### src/rtl/game_pkg.sv
// rtl/game_pkg.sv - shared game-state codes, key codes and player HP state enum
package game_pkg;

    localparam logic [1:0] GS_PRE  = 2'b00;
    localparam logic [1:0] GS_IN   = 2'b01;
    localparam logic [1:0] GS_POST = 2'b10;

    localparam logic [7:0] KEY_START   = 8'h28;
    localparam logic [7:0] KEY_RESTART = 8'h15;
    localparam logic [7:0] KEY_MENU    = 8'h29;

    typedef enum logic [1:0] {
        HP_ALIVE  = 2'b00,
        HP_INVULN = 2'b01,
        HP_DYING  = 2'b10,
        HP_DEAD   = 2'b11
    } hp_state_e;

    // Heal by one, never above the configured maximum.
    function automatic logic [3:0] hp_inc_sat(input logic [3:0] hp, input logic [3:0] hp_max);
        return (hp >= hp_max) ? hp_max : hp + 4'd1;
    endfunction

endpackage

### src/rtl/key_edge_pulse.sv
// rtl/key_edge_pulse.sv - one registered pulse on the first sample of a gated keycode
module key_edge_pulse #(
    parameter logic [7:0] KEY = 8'h00
) (
    input  logic       Clk,
    input  logic       Reset,
    input  logic [7:0] keycode,
    input  logic       enable,
    output logic       pulse
);

    logic [7:0] prev_key_q, prev_key_d;
    logic       pulse_q, pulse_d;

    // Fire only on the transition into KEY; a held key stays quiet, a disabled edge is dropped.
    always_comb begin
        prev_key_d = keycode;
        pulse_d    = enable && (keycode == KEY) && (prev_key_q != KEY);
    end

    // Previous-key and pulse registers.
    always_ff @(posedge Clk) begin
        if (Reset) begin
            prev_key_q <= 8'h00;
            pulse_q    <= 1'b0;
        end else begin
            prev_key_q <= prev_key_d;
            pulse_q    <= pulse_d;
        end
    end

    assign pulse = pulse_q;

endmodule

### src/rtl/player_event_gen.sv
// rtl/player_event_gen.sv - key events, player HP/invulnerability/death timing and scoring
module player_event_gen
    import game_pkg::*;
#(
    parameter logic [3:0] HP_MAX        = 4'd5,
    parameter int          INVULN_FRAMES = 60,
    parameter int          DEATH_FRAMES  = 90,
    parameter int          SCORE_W       = 16
) (
    input  logic               Clk,
    input  logic               Reset,
    input  logic               frame_tick,
    input  logic [7:0]         keycode,
    input  logic [1:0]         game_state,
    input  logic               game_reset,
    input  logic               score_reset,
    input  logic               hit,
    input  logic               heal,
    input  logic               score_inc,
    output logic               game_start,
    output logic               game_restart,
    output logic               game_menu,
    output logic               game_exit,
    output logic [3:0]         hp,
    output logic [SCORE_W-1:0] score,
    output logic [SCORE_W-1:0] best_score,
    output logic               invuln
);

    localparam int MAX_FRAMES = (INVULN_FRAMES > DEATH_FRAMES) ? INVULN_FRAMES : DEATH_FRAMES;
    localparam int CNT_W      = $clog2(MAX_FRAMES + 1);
    localparam logic [CNT_W-1:0]   INVULN_CNT = CNT_W'(INVULN_FRAMES);
    localparam logic [CNT_W-1:0]   DEATH_CNT  = CNT_W'(DEATH_FRAMES);
    localparam logic [SCORE_W-1:0] SCORE_MAX  = '1;

    key_edge_pulse #(.KEY(KEY_START)) u_key_start (
        .Clk(Clk), .Reset(Reset), .keycode(keycode),
        .enable(game_state == GS_PRE), .pulse(game_start)
    );
    key_edge_pulse #(.KEY(KEY_RESTART)) u_key_restart (
        .Clk(Clk), .Reset(Reset), .keycode(keycode),
        .enable(game_state == GS_POST), .pulse(game_restart)
    );
    key_edge_pulse #(.KEY(KEY_MENU)) u_key_menu (
        .Clk(Clk), .Reset(Reset), .keycode(keycode),
        .enable(game_state == GS_POST), .pulse(game_menu)
    );

    hp_state_e          state_q, state_d;
    logic [3:0]         hp_q, hp_d;
    logic [CNT_W-1:0]   cnt_q, cnt_d;
    logic               exit_q, exit_d;
    logic               invuln_q, invuln_d;
    logic [SCORE_W-1:0] score_q, score_d;
    logic [SCORE_W-1:0] best_q, best_d;

    // HP state machine, frame counter, score and best-score next values.
    always_comb begin
        state_d = state_q;
        hp_d    = hp_q;
        cnt_d   = cnt_q;
        score_d = score_q;
        best_d  = best_q;

        if (game_reset) begin
            state_d = HP_ALIVE;
            hp_d    = HP_MAX;
            cnt_d   = '0;
        end else begin
            case (state_q)
                HP_ALIVE: begin
                    // A simultaneous heal is discarded when a hit lands.
                    if (hit) begin
                        if (hp_q > 4'd1) begin
                            hp_d    = hp_q - 4'd1;
                            cnt_d   = INVULN_CNT;
                            state_d = HP_INVULN;
                        end else begin
                            hp_d    = 4'd0;
                            cnt_d   = DEATH_CNT;
                            state_d = HP_DYING;
                        end
                    end else if (heal) begin
                        hp_d = hp_inc_sat(hp_q, HP_MAX);
                    end
                end
                HP_INVULN: begin
                    if (heal) begin
                        hp_d = hp_inc_sat(hp_q, HP_MAX);
                    end
                    if (frame_tick) begin
                        if (cnt_q <= CNT_W'(1)) begin
                            cnt_d   = '0;
                            state_d = HP_ALIVE;
                        end else begin
                            cnt_d = cnt_q - CNT_W'(1);
                        end
                    end
                end
                HP_DYING: begin
                    if (frame_tick) begin
                        if (cnt_q <= CNT_W'(1)) begin
                            cnt_d   = '0;
                            state_d = HP_DEAD;
                        end else begin
                            cnt_d = cnt_q - CNT_W'(1);
                        end
                    end
                end
                default: begin
                end
            endcase
        end

        if (score_reset) begin
            score_d = '0;
        end else if (score_inc && (state_q == HP_ALIVE || state_q == HP_INVULN)
                     && (score_q != SCORE_MAX)) begin
            score_d = score_q + SCORE_W'(1);
        end

        // Capture the finished run's score on the cycle the player enters DEAD.
        if (state_d == HP_DEAD && state_q != HP_DEAD && score_q > best_q) begin
            best_d = score_q;
        end

        exit_d   = (state_d == HP_DEAD);
        invuln_d = (state_d == HP_INVULN);
    end

    // State and datapath registers.
    always_ff @(posedge Clk) begin
        if (Reset) begin
            state_q  <= HP_ALIVE;
            hp_q     <= HP_MAX;
            cnt_q    <= '0;
            exit_q   <= 1'b0;
            invuln_q <= 1'b0;
            score_q  <= '0;
            best_q   <= '0;
        end else begin
            state_q  <= state_d;
            hp_q     <= hp_d;
            cnt_q    <= cnt_d;
            exit_q   <= exit_d;
            invuln_q <= invuln_d;
            score_q  <= score_d;
            best_q   <= best_d;
        end
    end

    assign game_exit  = exit_q;
    assign hp         = hp_q;
    assign score      = score_q;
    assign best_score = best_q;
    assign invuln     = invuln_q;

endmodule
### config.mk
export PLATFORM = sky130hd
export DESIGN_NAME = player_event_gen
export DESIGN_NICKNAME = d
export VERILOG_FILES = /design/src/rtl/game_pkg.sv /design/src/rtl/key_edge_pulse.sv /design/src/rtl/player_event_gen.sv
export SDC_FILE = /design/constraint.sdc
export NUM_CORES = 1
export LEC_CHECK = 0
export CAP_MARGIN = 10
export CORE_ASPECT_RATIO = 1.4
export CORE_MARGIN = 3
export CORE_UTILIZATION = 55
export CTS_CLUSTER_SIZE = 14
export DETAILED_ROUTE_END_ITERATION = 7
export GPL_TIMING_DRIVEN = 0
export PLACE_DENSITY = 0.88
export SLEW_MARGIN = 20
export SYNTH_ARGS = -nofsm -noshare
export SYNTH_HDL_FRONTEND = slang
export SYNTH_HIERARCHICAL = 1
export SYNTH_SLANG_ARGS = --single-unit
### constraint.sdc
create_clock -name Clk -period 2.3 [get_ports Clk]
set_clock_uncertainty 0.1 [all_clocks]
set_input_delay 0.575 -clock Clk [delete_from_list [all_inputs] [get_ports Clk]]
set_output_delay 0.575 -clock Clk [all_outputs]
set_load 0.01 [all_outputs]
==> run metrics, run 1 <==
status finished clean; Highest Clock Rate between 400 and 500 MHz; # port buffers 58; vias in the first global route 3260; largest family of logic cells by synthesized area simple AND/OR/NAND/NOR gates; Power Internal about 2.0 mW; CTS tree yes; DRT iter0 DRCs around 110; number of fill cells around 460; Crit-path slowest cell dfxtp_1; Final setup viols 0; Die ar. a little under 0.008 sq mm; Combinational Power Share 0.116; Worst-Skew Late Latency about 0.35 ns; largest net degree at the start of global routing 34; WS Path Type reg2reg; Avg Inst Size Synth just over 9 sq um; Worst slew margin 0.608; worst hold path class reg2reg; clk buf depth 2; final wirelength slightly above 9000 um; n_diodes 0; Initial Utilization 0.570; GRT overflow 0; Arrival @ worst endpoint between 2 and 2.5 ns; predominant post-synthesis flop cell dfxtp_1; layout cells sized above 1 0.179; Synth Cell Area roughly 0.0038 sq mm; proportion of synthesized area in mux cells 0.0448; worst-path maximum fanout 10; Seq/Total Area, Yosys 0.390; Hold Fails Final Rpt 0; most used routing layer met2; post-synthesis simple-gate area fraction 0.282; Seq pwr share 0.500; synth unique cells 57; leakage power 1.76 nW; CP max stage delay between 0.3 and 0.4 ns; Cells after Synth roughly 420; dpl cells 566; die height 104 um; Synth area leaders dfxtp_1 (39%), ha_1 (8.6%), nor2b_1 (4.6%); Post-Synth Adder-Cell Area 0.0857; asr flop ratio synth 0; met1 GRT Util 0.266; DRT antenna net count 0; EDFF count, synth 0; crit-path cells inv_1 > ha_1 > nand4_1 > nor4_2 > a21boi_2 > o211a_1 > buf_6 > buf_12 > mux2i_1; Residual DRC 0; global-route wire length before repair 14800 um; Clock transition at path regs about 0.08 ns; vias post-DR roughly 3.3k; net switching fraction of the power 0.256; Yosys top cell by area dfxtp_1; critical path capture point type flop; root buf cell clkbuf_8; H-tree depth 3; met2 usage 0.397; PD cells between 500 and 600 mW/mm^2; synthesized net count between 400 and 500; Max Cap Viol 0; period utilization 0.973; Worst EP required 2.46 ns; Placer Congestion just over 0.9; initial antenna violation count 0; routed length per instance approximately 16 um; sw power roughly 0.7 mW; compound-gate portion of the synthesized area 0.113; peak supply drop 0.000495 V; Slew @ Worst Pin slightly below 0.6 ns; cts hold-fix bufs 0; Final Power between 2 and 3 mW; vias per cell approximately 5.5; Clk pwr share 0.385; Top Ports approximately 60; Post-Synth XOR/XNOR Area 0.0323; Final Non-Filler Cells between 500 and 600; Synth Register Bits between 70 and 80; Pre-antenna DRT Iters 6; minimum clock period roughly 2.2 ns; Synth Warn # 6; CTS buffer count 9; Layout Nets 535; startpoint class of the critical path flop; Layout area overhead 27.8%; core area 0.00666 sq mm; clock sink count 74; top-area cell type share of the netlist area 0.390; Tot GR Track Use 0.227; Slew Limit Fails 0; fin util 0.729; GR Layer Usage met3 0.0555; DP Wirelength ~6300 um; die width 76.2 um; site row count 35
## worst paths after layout
kind | startpoint | to | slack (ns) | cells after the start
hold reg to reg | best_score[7] | best_score[7] | 0.39 | 2
setup reg to reg | best_score[5] | best_score[13] | 0.06 | 9
setup / recovery | best_score[5] | best_score[13] | 0.06 | 9
hold / removal | best_score[7] | best_score[7] | 0.39 | 2
## critical path: cells and delay by family, from the launching register on
family	cells	cell delay, ns
and+or+nand+nor	2	0.43
adders and majority gates	1	0.32
muxes	1	0.20
DFF	1	0.38
AOI/OAI and AO/OA	2	0.40
buffers and inverters	3	0.32
## power groups by stage
stage	Sequential, mW	Clock [mW]	Combinational, mW
after floorplan	1.37	0	0.195
after global placement	1.37	0	0.289
after detailed placement	1.37	0	0.299
after CTS	1.34	1.04	0.301
after global routing	1.35	1.11	0.345
final	1.34	1.03	0.310
## synth_stat cells (all sizes together) (2+ instances only)
master  number
dfxtp       74
nor2        40
inv         32
nor2b       28
ha          26
or2b        20
nand2       18
a21oi       17
mux2i       17
o21ai       15
nand2b      13
nand3       12
xor2        12
nand4       10
nor3         9
and4         5
buf          5
clkbuf       5
nor4b        5
nor4         4
or4b         4
a31oi        3
o2111a       3
o211ai       3
o21a         3
or2          3
a21boi       2
a21o         2
a22oi        2
and2         2
nor4bb       2
or4bb        2
xnor2        2
## layer usage
layer | vias to the layer above | wire [um]
met4 | 0 | 205
met2 | 73 | 4830
met5 | - | 0
met1 | 1571 | 3840
met3 | 20 | 308
li1 | 1593 | -
## metrics by stage
step / hold slack [ns] / worst slack, ns / setup TNS, ns / cell area [sq um]
final: 0.389 / 0.0620 / 0 / 4850
after global routing: 0.425 / -0.0524 / -0.395 / 4850
after CTS: 0.393 / -0.0105 / -0.0207 / 4720
after detailed placement: 0.392 / -0.712 / -19.52 / 4490
after global placement: 0.378 / -0.650 / -17.23 / 4490
after floorplan: 0.373 / 0.155 / 0 / 3800
## cell usage in the layout, fill, tap and decap left out, types with 6 or more instances in the layout
cell type,n
nor2_1,39
dfxtp_2,17
o21ai_0,14
ha_1,22
clkbuf_8,10
or2b_2,19
clkdlybuf4s50_1,56
mux2i_1,17
xor2_1,12
dfxtp_1,54
nand2b_1,13
nand4_1,10
nor2b_1,28
buf_4,7
nor3_1,6
a21oi_1,16
nand3_1,12
inv_1,32
nand2_1,18
## area by class of cell
cell class / count / area (sq um) / share of cell area
Tap cell: 92 / 115 / 0.0237
Sequential cell: 74 / 1510 / 0.312
Timing Repair Buffer: 64 / 626 / 0.129
Clock buffer: 11 / 141 / 0.0292
Inverter: 32 / 120 / 0.0248
Buffer: 11 / 75.1 / 0.0155
Multi-Input combinational cell: 299 / 2200 / 0.453
Clock inverter: 5 / 61.3 / 0.0126
## state kept, by name (all words and copies together), names as in the netlist
register	flops
best_score	16
u_key_menu/prev_key_q	8
hp	4
u_key_restart/pulse	1
u_key_start/prev_key_q	8
invuln	1
u_key_start/pulse	1
cnt_q	7
game_exit	1
u_key_restart/prev_key_q	8
state_q	2
score	16
u_key_menu/pulse	1
## what timing repair did
item | 4_1_cts | 5_1_grt
setup endpoints to repair | 22 | 27
setup buffers | 0 | 6
pin swaps | 1 | 6
gates resized for setup | 10 | 34
## kinds of logic (layout without fill, tap and decap cells)
| family | after synthesis | count (layout) |
|---|---|---|
| fa+ha+maj | 26 | 26 |
| compound gates | 63 | 63 |
| simple gates | 179 | 179 |
| buf+inv | 43 | 123 |
| flops | 74 | 74 |
| mux | 17 | 17 |
| xor+xnor | 14 | 14 |
Note: power is estimated with default switching activity, not from simulation.
==> run 2, diff against run 1 <==
--- a/config.mk
+++ b/config.mk
@@ -12,7 +12,7 @@
 export CTS_CLUSTER_SIZE = 14
 export DETAILED_ROUTE_END_ITERATION = 7
 export GPL_TIMING_DRIVEN = 0
-export PLACE_DENSITY = 0.88
+export PLACE_DENSITY = 0.8
 export SLEW_MARGIN = 20
 export SYNTH_ARGS = -nofsm -noshare
 export SYNTH_HDL_FRONTEND = slang
==> run 2 against run 1 <==
Count of clock-buffer cells in the layout down 1. Via count down 3.1%. Global-route usage down 1.6 points. Critical endpoint is now best_score[11]. Highest routed layer unchanged.
==> run metrics, run 2 (synthesis gave the netlist of run 1 again) <==
layout cells sized above 1 0.162; status finished clean; final wirelength about 8400 um; most frequent cells in the layout dfxtp_1 (57), clkdlybuf4s50_1 (56), nor2_1 (39); period utilization 0.946; most common cell after layout, fill and taps aside dfxtp_1; Arrival @ worst endpoint 2.34 ns; die width 76.2 um; site row count 35; vias in the first global route approximately 3k; Worst-Skew Late Latency about 0.34 ns; Final setup viols 0; routed length per instance 14.3 um; startpoint class of the critical path flop; PD cells ~550 mW/mm^2; CTS buffer count 9; Tot GR Track Use 0.212; n_diodes 0; core area 0.00666 sq mm; die height 104 um; initial antenna violation count 0; vias per cell roughly 5.4; WS Path Type reg2reg; Max Cap Viol 0; Top Ports a little under 60; # port buffers 58; clock sink count 74; Initial Utilization 0.570; DP Wirelength roughly 6000 um; Layout Nets 533; Hold Fails Final Rpt 0; Worst slew margin 0.585; Slew @ Worst Pin a little over 0.6 ns; global-route wire length before repair 13900 um; Worst EP required 2.47 ns; Slew Limit Fails 0; vias post-DR between 3k and 4k; CTS tree yes; Clock transition at path regs around 0.080 ns; pre-CTS setup slack -0.689 ns; root buf cell clkbuf_8; Placer Congestion 0.853; Final Non-Filler Cells a little under 600; GRT overflow 0; cts hold-fix bufs 0; DRT iter0 DRCs 97; Die ar. a little under 0.008 sq mm; number of fill cells ~500; final setup margin around 0.12 ns; Highest Clock Rate 460 MHz; Residual DRC 0; peak supply drop 0.000525 V; dpl cells about 570; critical path capture point type flop; H-tree depth 3; minimum clock period ~2.2 ns; largest net degree at the start of global routing 34; Layout area overhead 26.6%; worst hold path class reg2reg; worst-path maximum fanout 10; clk buf depth 2; DRT antenna net count 0; Pre-antenna DRT Iters 5; leakage power about 1.7 nW; Hold Slack approximately 0.40 ns
-- run 2: cell count changes in the layout (fill, tap and decap cells not counted), sizes merged --
cell	change
buf	-2
clkbuf	-1
clkinv	+2
inv	-1
-- run 2: final timing paths --
check	end	start	slack, ns	depth (start not counted)
worst max-delay path	best_score[11]	score[13]	0.12	9
worst max register to register	best_score[11]	score[13]	0.12	9
worst min register to register	hp[1]	hp[1]	0.40	2
worst min-delay path	hp[1]	hp[1]	0.40	2
-- run 2: where the power goes --
part           total, mW  switching, mW  internal (mW)
combinational      0.310          0.166          0.144
clock              0.987          0.481          0.505
sequential          1.34         0.0257           1.32
total               2.64          0.673           1.97
-- run 2: layout make-up --
cell class,instances,area (sq um),share of cell area
plain buffers,11,75.1,0.0156
clock buffers,10,128,0.0266
clock inverters,6,66.3,0.0138
inverters,32,120,0.0250
multi-input cells,299,2170,0.452
flip-flops and latches,74,1510,0.313
well taps,92,115,0.0240
repair buffers,62,623,0.130
-- run 2: worst max-delay path: stages (launching register included) --
cell     delay, ns
dfxtp_4       0.37
ha_1          0.31
nand4_1       0.24
nor4_4        0.07
a211o_2       0.29
a21oi_1       0.11
o211a_1       0.17
buf_6         0.12
buf_12        0.14
mux2i_1       0.18
-- run 2: stage by stage --
stage / util / power, mW / TNS [ns] / cell area [sq um]
global route: 0.722 / 2.75 / -0.0289 / 4800
detailed placement: 0.675 / 1.67 / -19.09 / 4490
floorplan: - / 1.56 / 0 / 3800
CTS: 0.707 / 2.64 / 0 / 4710
finish: 0.722 / 2.64 / 0 / 4800
global placement: 0.675 / 1.66 / -18.48 / 4490
-- run 2: repair_timing --
item                                    in CTS  in global routing
endpoints found under the setup margin      27                 21
cloned                                       0                  0
resized for setup                           12                 25
setup buffers                                0                  4
pin swaps                                    1                  3
-- run 2: layer usage --
metal	GRT usage	routed length [um]	vias up
li1	-	-	1590
met1	0.263	3720	1481
met2	0.352	4240	71
met3	0.0494	308	13
met4	0.0829	120	0
met5	0	0	-
==> run 3, diff against run 2 <==
--- a/config.mk
+++ b/config.mk
@@ -5,7 +5,7 @@
 export SDC_FILE = /design/constraint.sdc
 export NUM_CORES = 1
 export LEC_CHECK = 0
-export CAP_MARGIN = 10
+export CAP_MARGIN = 20
 export CORE_ASPECT_RATIO = 1.4
 export CORE_MARGIN = 3
 export CORE_UTILIZATION = 55
@@ -13,6 +13,7 @@
 export DETAILED_ROUTE_END_ITERATION = 7
 export GPL_TIMING_DRIVEN = 0
 export PLACE_DENSITY = 0.8
+export SETUP_SLACK_MARGIN = 0.05
 export SLEW_MARGIN = 20
 export SYNTH_ARGS = -nofsm -noshare
 export SYNTH_HDL_FRONTEND = slang
==> run 3 against run 2 <==
Register-to-register slack worse by 0.04 ns. Worst setup slack got worse by 0.037 ns. Critical endpoint is now best_score[14]. Clock power up 0.4%. Combinational power about the same. Critical path depth unchanged. Global-route usage rose by 0.091 points. Final cell count is 1.0% higher. Design area grew 2.1%. Fmax fell by 1.7%. Sequential power is essentially flat. Wire length increased by 4.5%.
==> run metrics, run 3 (synthesis gave the netlist of run 1 again) <==
status finished clean; Combinational Power Share 0.118; worst hold path class reg2reg; CTS tree yes; initial antenna violation count 0; Tot GR Track Use 0.213; CTS buffer count 9; Slew @ Worst Pin a little over 0.6 ns; final wirelength just under 9000 um; site row count 35; Max Cap Viol 0; Seq pwr share 0.507; number of fill cells 493; CP max stage delay roughly 0.35 ns; Pre-antenna DRT Iters 4; n_diodes 0; die width ~76 um; DP Wirelength between 5000 and 6000 um; Power Internal 1.96 mW; Crit path max-delay family simple AND/OR/NAND/NOR gates; Placer Congestion around 0.85; Slew Limit Fails 0; PD cells 539 mW/mm^2; Die ar. 0.00795 sq mm; startpoint class of the critical path flop; Layout area overhead 29.2%; Arrival @ worst endpoint 2.37 ns; fin util 0.737; global-route wire length before repair 14000 um; most frequent cells in the layout clkdlybuf4s50_1 (56), dfxtp_1 (50), nor2_1 (39); critical path capture point type flop; GRT overflow 0; Highest Clock Rate roughly 450 MHz; Layout Nets approximately 540; most common cell after layout, fill and taps aside clkdlybuf4s50_1; Clk pwr share 0.375; core area between 0.006 and 0.007 sq mm; CP Buf/Inv Count 3; WS Path Type reg2reg; DRT iter0 DRCs around 150; routed length per instance between 10 and 15 um; Storage cell area 0.00152 sq mm; Clock transition at path regs about 0.080 ns; Final setup viols 0; vias post-DR roughly 3.2k; clock sink count 74; Crit-path slowest cell dfxtp_2; die height 104 um; clk buf depth 2; Worst EP required between 2 and 2.5 ns; Residual DRC 0; DRT antenna net count 0; worst-path maximum fanout 5; largest net degree at the start of global routing 34; crit-path cells inv_1 > ha_4 > nand4_1 > nor4_4 > a21boi_2 > o211a_1 > buf_6 > clkbuf_16 > mux2i_1; H-tree depth 3; Worst-Skew Late Latency 0.34 ns; Worst slew margin 0.589; leakage power roughly 1.8 nW; vias in the first global route 3100; sw power 0.679 mW; vias per cell around 5.4; multi-input logic area between 0.002 and 0.0025 sq mm; # port buffers 58; Hold Slack roughly 0.4 ns; Hold Fails Final Rpt 0; Initial Utilization 0.570; post-place instance area ~0.0045 sq mm; peak supply drop 0.000518 V; final instance area 0.00491 sq mm; root buf cell clkbuf_8; cts hold-fix bufs 0; layout cells sized above 1 0.190; Top Ports roughly 60; period utilization 0.962; net switching fraction of the power 0.257; minimum clock period approximately 2.2 ns
run 3: layer usage:
metal  vias to the layer above  track usage  wire length (um)
li1                       1602            -                 -
met1                      1497        0.264              3830
met2                        71        0.355              4460
met3                        15       0.0494               346
met4                         0       0.0829               126
met5                         -            0                 0
run 3: path summary, 6_finish.rpt:
kind | cells past startpoint | end | start | slack (ns)
max | 9 | best_score[14] | best_score[14] | 0.09
min | 2 | hp[1] | hp[1] | 0.40
max reg2reg | 9 | best_score[14] | best_score[14] | 0.09
min reg2reg | 2 | hp[1] | hp[1] | 0.40
run 3: per-stage QoR:
stage                     power (mW)  worst slack [ns]  setup TNS (ns)  std cells
final                           2.64            0.0880               0        592
after detailed placement        1.67            -0.689          -19.09        566
after global placement          1.66            -0.671          -18.48        566
after CTS                       2.65            0.0752               0        584
after floorplan                 1.56             0.155               0        416
after global routing            2.75           -0.0323         -0.0341        592
run 3: power by group through the flow:
stage	Clock, mW	Combinational (mW)	Sequential (mW)
after floorplan	0	0.195	1.37
after global placement	0	0.291	1.37
after detailed placement	0	0.299	1.37
after CTS	0.998	0.304	1.34
after global routing	1.06	0.344	1.35
final	0.991	0.312	1.34
run 3: layout make-up:
type	count	area share
repair buffers	68	0.140
multi-input cells	299	0.448
flip-flops and latches	74	0.310
plain buffers	11	0.0153
clock buffers	10	0.0260
inverters	32	0.0245
well taps	92	0.0235
clock inverters	6	0.0135
run 3: worst register-to-register path: stages (launching register included):
cell and delay, ns:
dfxtp_2 0.35, inv_1 0.07, ha_4 0.26, nand4_1 0.24, nor4_4 0.25, a21boi_2 0.20
o211a_1 0.18, buf_6 0.13, clkbuf_16 0.15, mux2i_1 0.20
run 3: timing repair:
item                                    4_1_cts  5_1_grt
endpoints found under the setup margin       37       27
gates resized for setup                      16       31
buffers inserted                              2        7
pin swaps                                     1        7
gates cloned                                  0        1
